**config.mk**
```make
export PLATFORM = sky130hd
export DESIGN_NAME = pipe_hazard_ctrl
export DESIGN_NICKNAME = d
export VERILOG_FILES = /design/src/rtl/pipe_hazard_ctrl.sv
export SDC_FILE = /design/constraint.sdc
export NUM_CORES = 1
export LEC_CHECK = 0
export CELL_PAD_IN_SITES_DETAIL_PLACEMENT = 0
export CELL_PAD_IN_SITES_GLOBAL_PLACEMENT = 1
export CORE_AREA = 2 2 82 84
export DETAILED_ROUTE_END_ITERATION = 16
export DIE_AREA = 0 0 84 86
export GPL_ROUTABILITY_DRIVEN = 1
export PLACE_DENSITY_LB_ADDON = 0.1
export SLEW_MARGIN = 10
export SYNTH_ARGS = -nofsm -noshare
export SYNTH_HDL_FRONTEND = slang
export SYNTH_SLANG_ARGS = --single-unit
```
**constraint.sdc**
```tcl
create_clock -name clk -period 2.5 [get_ports clk]
set_input_delay 0.5 -clock clk [delete_from_list [all_inputs] [get_ports clk]]
set_output_delay 0.5 -clock clk [all_outputs]
set_load 0.02 [all_outputs]
```
**src/rtl/pipe_hazard_ctrl.sv**
```systemverilog
// pipe_hazard_ctrl: stall/flush enables, data-memory handshake, WB forwarding selects
// and a saturating stall-cycle counter for the IF/ID -> ID -> EXMEM -> WB pipeline.
module pipe_hazard_ctrl #(
  parameter int MEM_TIMEOUT = 16,
  parameter int CNT_W       = 32
) (
  input  logic             clk,
  input  logic             rst,
  input  logic [4:0]       id_reg1,
  input  logic [4:0]       id_reg2,
  input  logic             id_branch_tkn,
  input  logic [4:0]       exmem_reg1,
  input  logic [4:0]       exmem_reg2,
  input  logic             exmem_mem_en,
  input  logic [4:0]       wb_Wreg,
  input  logic             wb_Wreg_en,
  input  logic             dmem_ack,
  output logic             pc_en,
  output logic             ifid_en,
  output logic             ifid_flush,
  output logic             exmem_en,
  output logic             wb_en,
  output logic             dmem_req,
  output logic             id_fwd1,
  output logic             id_fwd2,
  output logic             ex_fwd1,
  output logic             ex_fwd2,
  output logic             mem_err,
  output logic [CNT_W-1:0] stall_cnt
);
  localparam int WW = $clog2(MEM_TIMEOUT);
  localparam logic [WW-1:0] WAIT_LAST = WW'(MEM_TIMEOUT - 1);
  typedef enum logic [1:0] {RUN, MEM_WAIT, ERR} state_t;
  state_t           state_q, state_d;
  logic [WW-1:0]    wait_q, wait_d;
  logic             ex_fwd1_q, ex_fwd1_d, ex_fwd2_q, ex_fwd2_d;
  logic             mem_err_q, mem_err_d;
  logic [4:0]       cap_wreg_q, cap_wreg_d;
  logic [CNT_W-1:0] stall_cnt_q, stall_cnt_d;
  logic             stall;
  always_comb begin
    stall = (state_q == RUN && exmem_mem_en && !dmem_ack) ||
            (state_q == MEM_WAIT && !dmem_ack) || state_q == ERR;
    dmem_req = (state_q == RUN && exmem_mem_en) || state_q == MEM_WAIT;
    pc_en = !stall;
    ifid_en = !stall;
    exmem_en = !stall;
    wb_en = !stall;
    ifid_flush = id_branch_tkn && !stall;
    id_fwd1 = wb_Wreg_en && wb_Wreg == id_reg1 && id_reg1 != 5'd0;
    id_fwd2 = wb_Wreg_en && wb_Wreg == id_reg2 && id_reg2 != 5'd0;
    state_d = state_q == RUN ? (exmem_mem_en && !dmem_ack ? MEM_WAIT : RUN) :
              state_q == MEM_WAIT ? (dmem_ack ? RUN : wait_q == WAIT_LAST ? ERR : MEM_WAIT) :
              ERR;
    wait_d = state_q == MEM_WAIT ? wait_q + 1'b1 : '0;
    mem_err_d = state_d == ERR;
    ex_fwd1_d = stall ? ex_fwd1_q : id_fwd1;
    ex_fwd2_d = stall ? ex_fwd2_q : id_fwd2;
    cap_wreg_d = stall ? cap_wreg_q : wb_Wreg;
    stall_cnt_d = (stall && !(&stall_cnt_q)) ? stall_cnt_q + 1'b1 : stall_cnt_q;
    ex_fwd1 = ex_fwd1_q;
    ex_fwd2 = ex_fwd2_q;
    mem_err = mem_err_q;
    stall_cnt = stall_cnt_q;
  end
  always_ff @(posedge clk or negedge rst) begin
    if (!rst) begin
      state_q <= RUN;
      wait_q <= '0;
      ex_fwd1_q <= 1'b0;
      ex_fwd2_q <= 1'b0;
      mem_err_q <= 1'b0;
      cap_wreg_q <= '0;
      stall_cnt_q <= '0;
    end else begin
      state_q <= state_d;
      wait_q <= wait_d;
      ex_fwd1_q <= ex_fwd1_d;
      ex_fwd2_q <= ex_fwd2_d;
      mem_err_q <= mem_err_d;
      cap_wreg_q <= cap_wreg_d;
      stall_cnt_q <= stall_cnt_d;
    end
  end
  // A forward select in EXMEM must name the register the WB producer wrote when it was captured.
  a_ex_fwd1: assert property (@(posedge clk) disable iff (!rst) ex_fwd1_q |-> exmem_reg1 == cap_wreg_q);
  a_ex_fwd2: assert property (@(posedge clk) disable iff (!rst) ex_fwd2_q |-> exmem_reg2 == cap_wreg_q);
endmodule

```
# Yosys cells after proc, flatten, opt, wreduce, memory -nomap -nowiden
# Cells that the tools add are included.
[word_totals] out_inout_bits=43 input_bits=31 regBits=41
[op_classes] add_sub_neg=2 n_eq_ne=6 reduce_logical=20 mux=6
[op_table] operator="adder 32 x 1 -> 32 bit, second input constant" count=1
[op_table] operator="AND reduction 32 bit" count=1
[op_table] operator="== test 5 bit" count=2
[op_table] operator="logical AND 1 bit" count=10
[op_table] operator="nonzero test 5 bit" count=2
[op_table] operator="2-to-1 mux 2 bit" count=4
[op_table] operator="adder 4 x 1 -> 4 bit, second input constant" count=1
[op_table] operator="== test 2 bit, second input constant" count=2
[op_table] operator="== test 4 bit, second input constant" count=1
[op_table] operator="2-to-1 mux 4 bit" count=1
[op_table] operator="zero test 1 bit" count=3
[op_table] operator="logical OR 1 bit" count=3
[op_table] operator="== test 2 x 1 -> 1 bit, second input constant" count=1
[op_table] operator="zero test 2 bit" count=1
[op_table] operator="2-to-1 mux 1 bit" count=1

# Longest topological paths before layout
[depth] depth_word=7 depth_mapped=6

# Least setup slack after synthesis
# No wires, ideal clock.
[synth_timing] kind="flip-flop to flip-flop" startpoint="register stall_cnt_q[9], in the netlist stall_cnt[9]" endpoint="register stall_cnt_q[30], in the netlist stall_cnt[30]" slack_ns=0.365 arrival_time_ns=2.055 t_required_ns=2.420 synth_period_minus_slack_ns=2.135 path_stages_with_launch=6 path_cell_list="dfrtp_1 > nand3_2 > or4_4 > or4_4 > nor4_4 > xor2_1"
[synth_between] elab_chain_len=3 elab_cells_between_ends=4 cone_classes="add/sub: 1; reduce/logical: 3"
[synth_lines] item="from (decl)" line="39" source="logic [CNT_W-1:0] stall_cnt_q, stall_cnt_d;"
[synth_lines] item="from (signal assigned)" line="82" source="stall_cnt_q <= stall_cnt_d;"
[synth_lines] item="branches (longest 3 deep; another with adder 32 x 1 -> 32 bit)"
# Parallel ways; which one is timed is not known.
# A chain may end at the register's enable or synchronous reset.

# Worst setup path in the final report
[layout_timing] startpoint="input wb_Wreg[3]" endpoint="output id_fwd1"
[layout_between] elab_chain_len=3
[layout_lines] item="from (decl)" line="15" source="input logic [4:0] wb_Wreg,"
[layout_lines] item="== test 5 bit" line="50" source="id_fwd1 = wb_Wreg_en && wb_Wreg == id_reg1 && id_reg1 != 5'd0;"
[layout_lines] item="logical AND 1 bit (2 in series)" line="50"
[layout_lines] item="to (decl)" line="24" source="output logic id_fwd1,"
# No other way between the ends.

==> flow_summary.rst <==
.. list-table::
   :header-rows: 1

   * - Metric
     - Value
   * - Number of enable-type register cells in the synthesized netlist
     - 0
   * - Starting Density
     - about a third
   * - Arrival time reported for the critical path endpoint
     - 1880 ps
   * - Most congested layer reported by global routing
     - met2
   * - Final RePlAce weighted congestion
     - 0.713
   * - Clock tree skew after final layout
     - 7.58 ps
   * - Rel. slew slack
     - about 63%
   * - Via/cell ratio
     - about 4.8
   * - Max Cap Viol
     - 0
   * - Share of total power in the clock network
     - 27.6%
   * - Filler instances
     - ~630
   * - Number of unique standard cell types used by synthesis
     - 35
   * - Chain of cells forming the critical path
     - clkdlybuf4s50_1 -> xor2_1 -> nor3_1 -> nand3_1 -> nor2_1 -> clkdlybuf4s15_1
   * - First-pass detailed-route iteration total
     - 4
   * - CP Data Required Time
     - 2000 ps
   * - Clock input transition at the sequential cells of the worst setup and hold paths
     - 80 ps
   * - Cts hold-fix bufs
     - 0
   * - Most frequent cells in the layout
     - sky130_fd_sc_hd__clkdlybuf4s50_1, sky130_fd_sc_hd__dfrtp_1, sky130_fd_sc_hd__xor2_1
   * - Final standard cell count with taps included and fillers excluded
     - 364
   * - RSZ-0062 raised after global routing
     - no
   * - DRT iter0 DRCs
     - 75
   * - Share of layout cells above drive strength 1
     - roughly an eighth
   * - Total count of max-transition violations in the final report
     - 0
   * - Antenna diode count
     - 0
   * - Post-DR wirelength/cell
     - between 10 and 15 µm
   * - Final Cell Area
     - approximately 0.0030 mm²
   * - Routing usage on met2
     - 21.9%
   * - GRT overflow
     - 0
   * - Max Clk Rate
     - roughly 0.42 GHz
   * - Area after DPL
     - around 0.003 mm²
   * - TritonCTS clock tree
     - built
   * - GR Util met3
     - between 3 and 4%
   * - GRT Total Usage
     - approximately 15%
   * - Post-detailed-routing wire length
     - 5020 µm
   * - Internal power
     - about 1.1 mW
   * - Class of the worst hold path
     - in -> async
   * - Die Area
     - just over 0.007 mm²
   * - Post-CTS Setup Inserts
     - 0
   * - Clock latency on the worst-skew pair
     - around 300 ps
   * - Final hold violation count
     - 0
   * - Commonest non-fill, non-tap cell in the layout
     - sky130_fd_sc_hd__clkdlybuf4s50_1
   * - Most used flip-flop cell after synthesis
     - sky130_fd_sc_hd__dfrtp_1
   * - Flop pwr share
     - 51.3%
   * - Worst-path maximum fanout
     - 3
   * - Switching Fraction
     - ~30%
   * - Die height
     - approximately 86 µm
   * - Final worst path period need
     - roughly 2400 ps
   * - X dimension of the die
     - 84 µm
   * - Core ar.
     - between 0.006 and 0.007 mm²
   * - Count of nets after finishing
     - ~320
   * - Net switching component of the power
     - between 400 and 500 µW
   * - Growth of design area from synthesis to finish
     - 42.6%
   * - Initial antenna violation count
     - 0
   * - Clk sinks
     - 41
   * - Total instance count after detailed placement
     - 356
   * - Slowest stage cell on the critical path
     - sky130_fd_sc_hd__clkdlybuf4s50_1
   * - Largest net degree at the start of global routing
     - 25
   * - Number of warnings printed during yosys synthesis
     - 0
   * - Status
     - finished clean
   * - Average size of a mapped cell
     - approximately 10 µm²
   * - Root buffer cell
     - sky130_fd_sc_hd__clkbuf_8
   * - Wire length of the first global-routing pass
     - 8410 µm
   * - Synthesized Nets
     - between 200 and 250
   * - Critical Path Source Type
     - input pin
   * - Place WS
     - -211 ps
   * - Worst slack on hold paths
     - about 130 ps
   * - Type of the setup path with the least slack
     - in -> out
   * - Count of vias placed by the detailed router
     - ~1700
   * - Worst path setup slack after routing
     - 115 ps
   * - DPL Wire Length
     - between 3000 and 4000 µm
   * - Buffer and inverter count on the worst path
     - 2
   * - Via count of the first global-routing pass
     - roughly 1800
   * - Setup Viol. Count Final
     - 0
   * - CP endpoint kind
     - output port
   * - Kind of cell with the highest combined delay on the critical path
     - buffers and inverters
   * - CTS H-Tree Depth
     - 2
   * - Number of top-level design ports
     - 74
   * - Proportion of synthesized flip-flops having asynchronous set or reset
     - 100%
   * - Post-Syn Instances
     - just over 200
   * - Flip-flop and latch count after synthesis
     - 41
   * - Highest ir drop seen on vdd
     - ~0.42 mV
   * - Antenna viol nets, final
     - 0
   * - Buffers on Ports
     - 63
   * - Mapped cell area
     - 0.00212 mm²
   * - Final routed DRC violation total
     - 0
   * - Final worst path period share
     - between 90% and 100%
   * - Static Leakage
     - between 1 and 1.5 nW
   * - Share of the yosys chip area belonging to registers
     - between 40% and 50%
   * - Largest stage delay on the critical path
     - between 400 and 500 ps
   * - Number of clock buffers inserted by TritonCTS
     - 5
   * - Maximum clock insertion buffer count
     - 2
   * - Slew at the pin with the worst max-slew slack
     - around 550 ps
   * - Power Dens Cells
     - between 500 and 600 mW/mm²
   * - Global routing usage on met1
     - between 20% and 30%
   * - Share of power burned in combinational logic
     - a little over a fifth
   * - Site Rows
     - 29
==> state kept, by name, indices dropped and copies added (netlist names) <==
name	cells
stall_cnt	32
wait_q	4
state_q	2
ex_fwd1	1
ex_fwd2	1
mem_err	1
==> metal layers <==
| layer | vias up | wire length (µm) | part of all wire [%] |
|---|---|---|---|
| met5 | - | 0 | 0 |
| met4 | 0 | 60 | 1.2 |
| met3 | 6 | 178 | 3.5 |
| met2 | 41 | 2230 | 44 |
| met1 | 814 | 2550 | 51 |
| li1 | 878 | - | - |
==> power groups by stage <==
stage               Clock, mW  Combinational, mW  Sequential [mW]
floorplan                   0             0.0809            0.860
global placement            0              0.329            0.804
detailed placement          0              0.332            0.803
CTS                     0.439              0.331            0.793
global route            0.474              0.352            0.805
finish                  0.428              0.327            0.795
==> repair_timing <==
| action | in CTS | in global routing |
|---|---|---|
| resized for setup | 5 | 6 |
| endpoints found under the setup margin | 5 | 4 |
| cloned | 0 | 0 |
==> cell usage after synthesis, drive strengths merged (2+ instances only) <==
cell type,n,area share (%)
a21oi,2,0.47
a31oi,2,0.59
and3,5,1.5
and4,4,1.7
buf,3,1.1
dfrtp,41,48
ha,2,1.2
inv,9,1.7
nand2,16,2.8
nand3,12,3.1
nand4,8,2.4
nor2,17,3.0
nor3,17,4.0
nor4,9,3.7
o21bai,2,0.89
o31ai,2,0.71
or4,3,1.4
xnor2,14,5.8
xor2,26,11
==> metrics by stage <==
stage | power (mW) | utilization [%] | setup TNS [ps]
2_1_floorplan | 0.941 | - | 0
4_1_cts | 1.56 | 47.9 | 0
5_1_grt | 1.63 | 48.1 | 0
6_report | 1.55 | 48.1 | 0
3_5_place_dp | 1.13 | 46.7 | -617
3_3_place_gp | 1.13 | 46.7 | -545
==> final timing paths <==
| check | startpoint | end | slack, ps | cells past startpoint |
|---|---|---|---|---|
| setup / recovery | wb_Wreg[3] | id_fwd1 | 120 | 6 |
| hold / removal | rst | stall_cnt[26]$_DFFE_PN0P_ | 130 | 1 |
| setup reg to reg | stall_cnt[28]$_DFFE_PN0P_ | stall_cnt[13]$_DFFE_PN0P_ | 230 | 5 |
| hold reg to reg | wait_q[0]$_DFF_PN0_ | wait_q[0]$_DFF_PN0_ | 480 | 1 |
| max in group asynchronous | rst | stall_cnt[13]$_DFFE_PN0P_ | 1710 | 2 |
| min in group clk | wait_q[0]$_DFF_PN0_ | wait_q[0]$_DFF_PN0_ | 480 | 1 |
==> logic make-up (layout without fill, tap and decap cells) <==
| logic type | count (synthesis) | after routing | synth area share (%) |
|---|---|---|---|
| AND/OR/NAND/NOR | 96 | 96 | 25.1 |
| flip-flops | 41 | 41 | 48.5 |
| XOR/XNOR | 40 | 40 | 16.6 |
| buffers and inverters | 13 | 96 | 2.96 |
| AO/OA/AOI/OAI | 11 | 11 | 5.20 |
| adder cells (fa/ha/maj) | 2 | 2 | 1.18 |
| multiplexers | 1 | 1 | 0.532 |
==> worst register-to-register path, cell delays in order (launching register included) <==
cell and delay [ps]:
sky130_fd_sc_hd__dfrtp_1 450, sky130_fd_sc_hd__nand4_1 210, sky130_fd_sc_hd__or4_1 670, sky130_fd_sc_hd__o311ai_4 520, sky130_fd_sc_hd__nor3_1 140, sky130_fd_sc_hd__xor2_1 160
==> layout make-up <==
cell class                      instances  area [µm²]  area share [%]
Clock buffer                            6        72.6            2.41
Inverter                                9        36.3            1.20
Tap cell                               77        96.3            3.19
Clock inverter                          2        10.0           0.332
Timing Repair Buffer                   79         742            24.6
Sequential cell                        41        1030            34.0
Multi-Input combinational cell        150        1030            34.3
(Power assumes the default switching activity.)
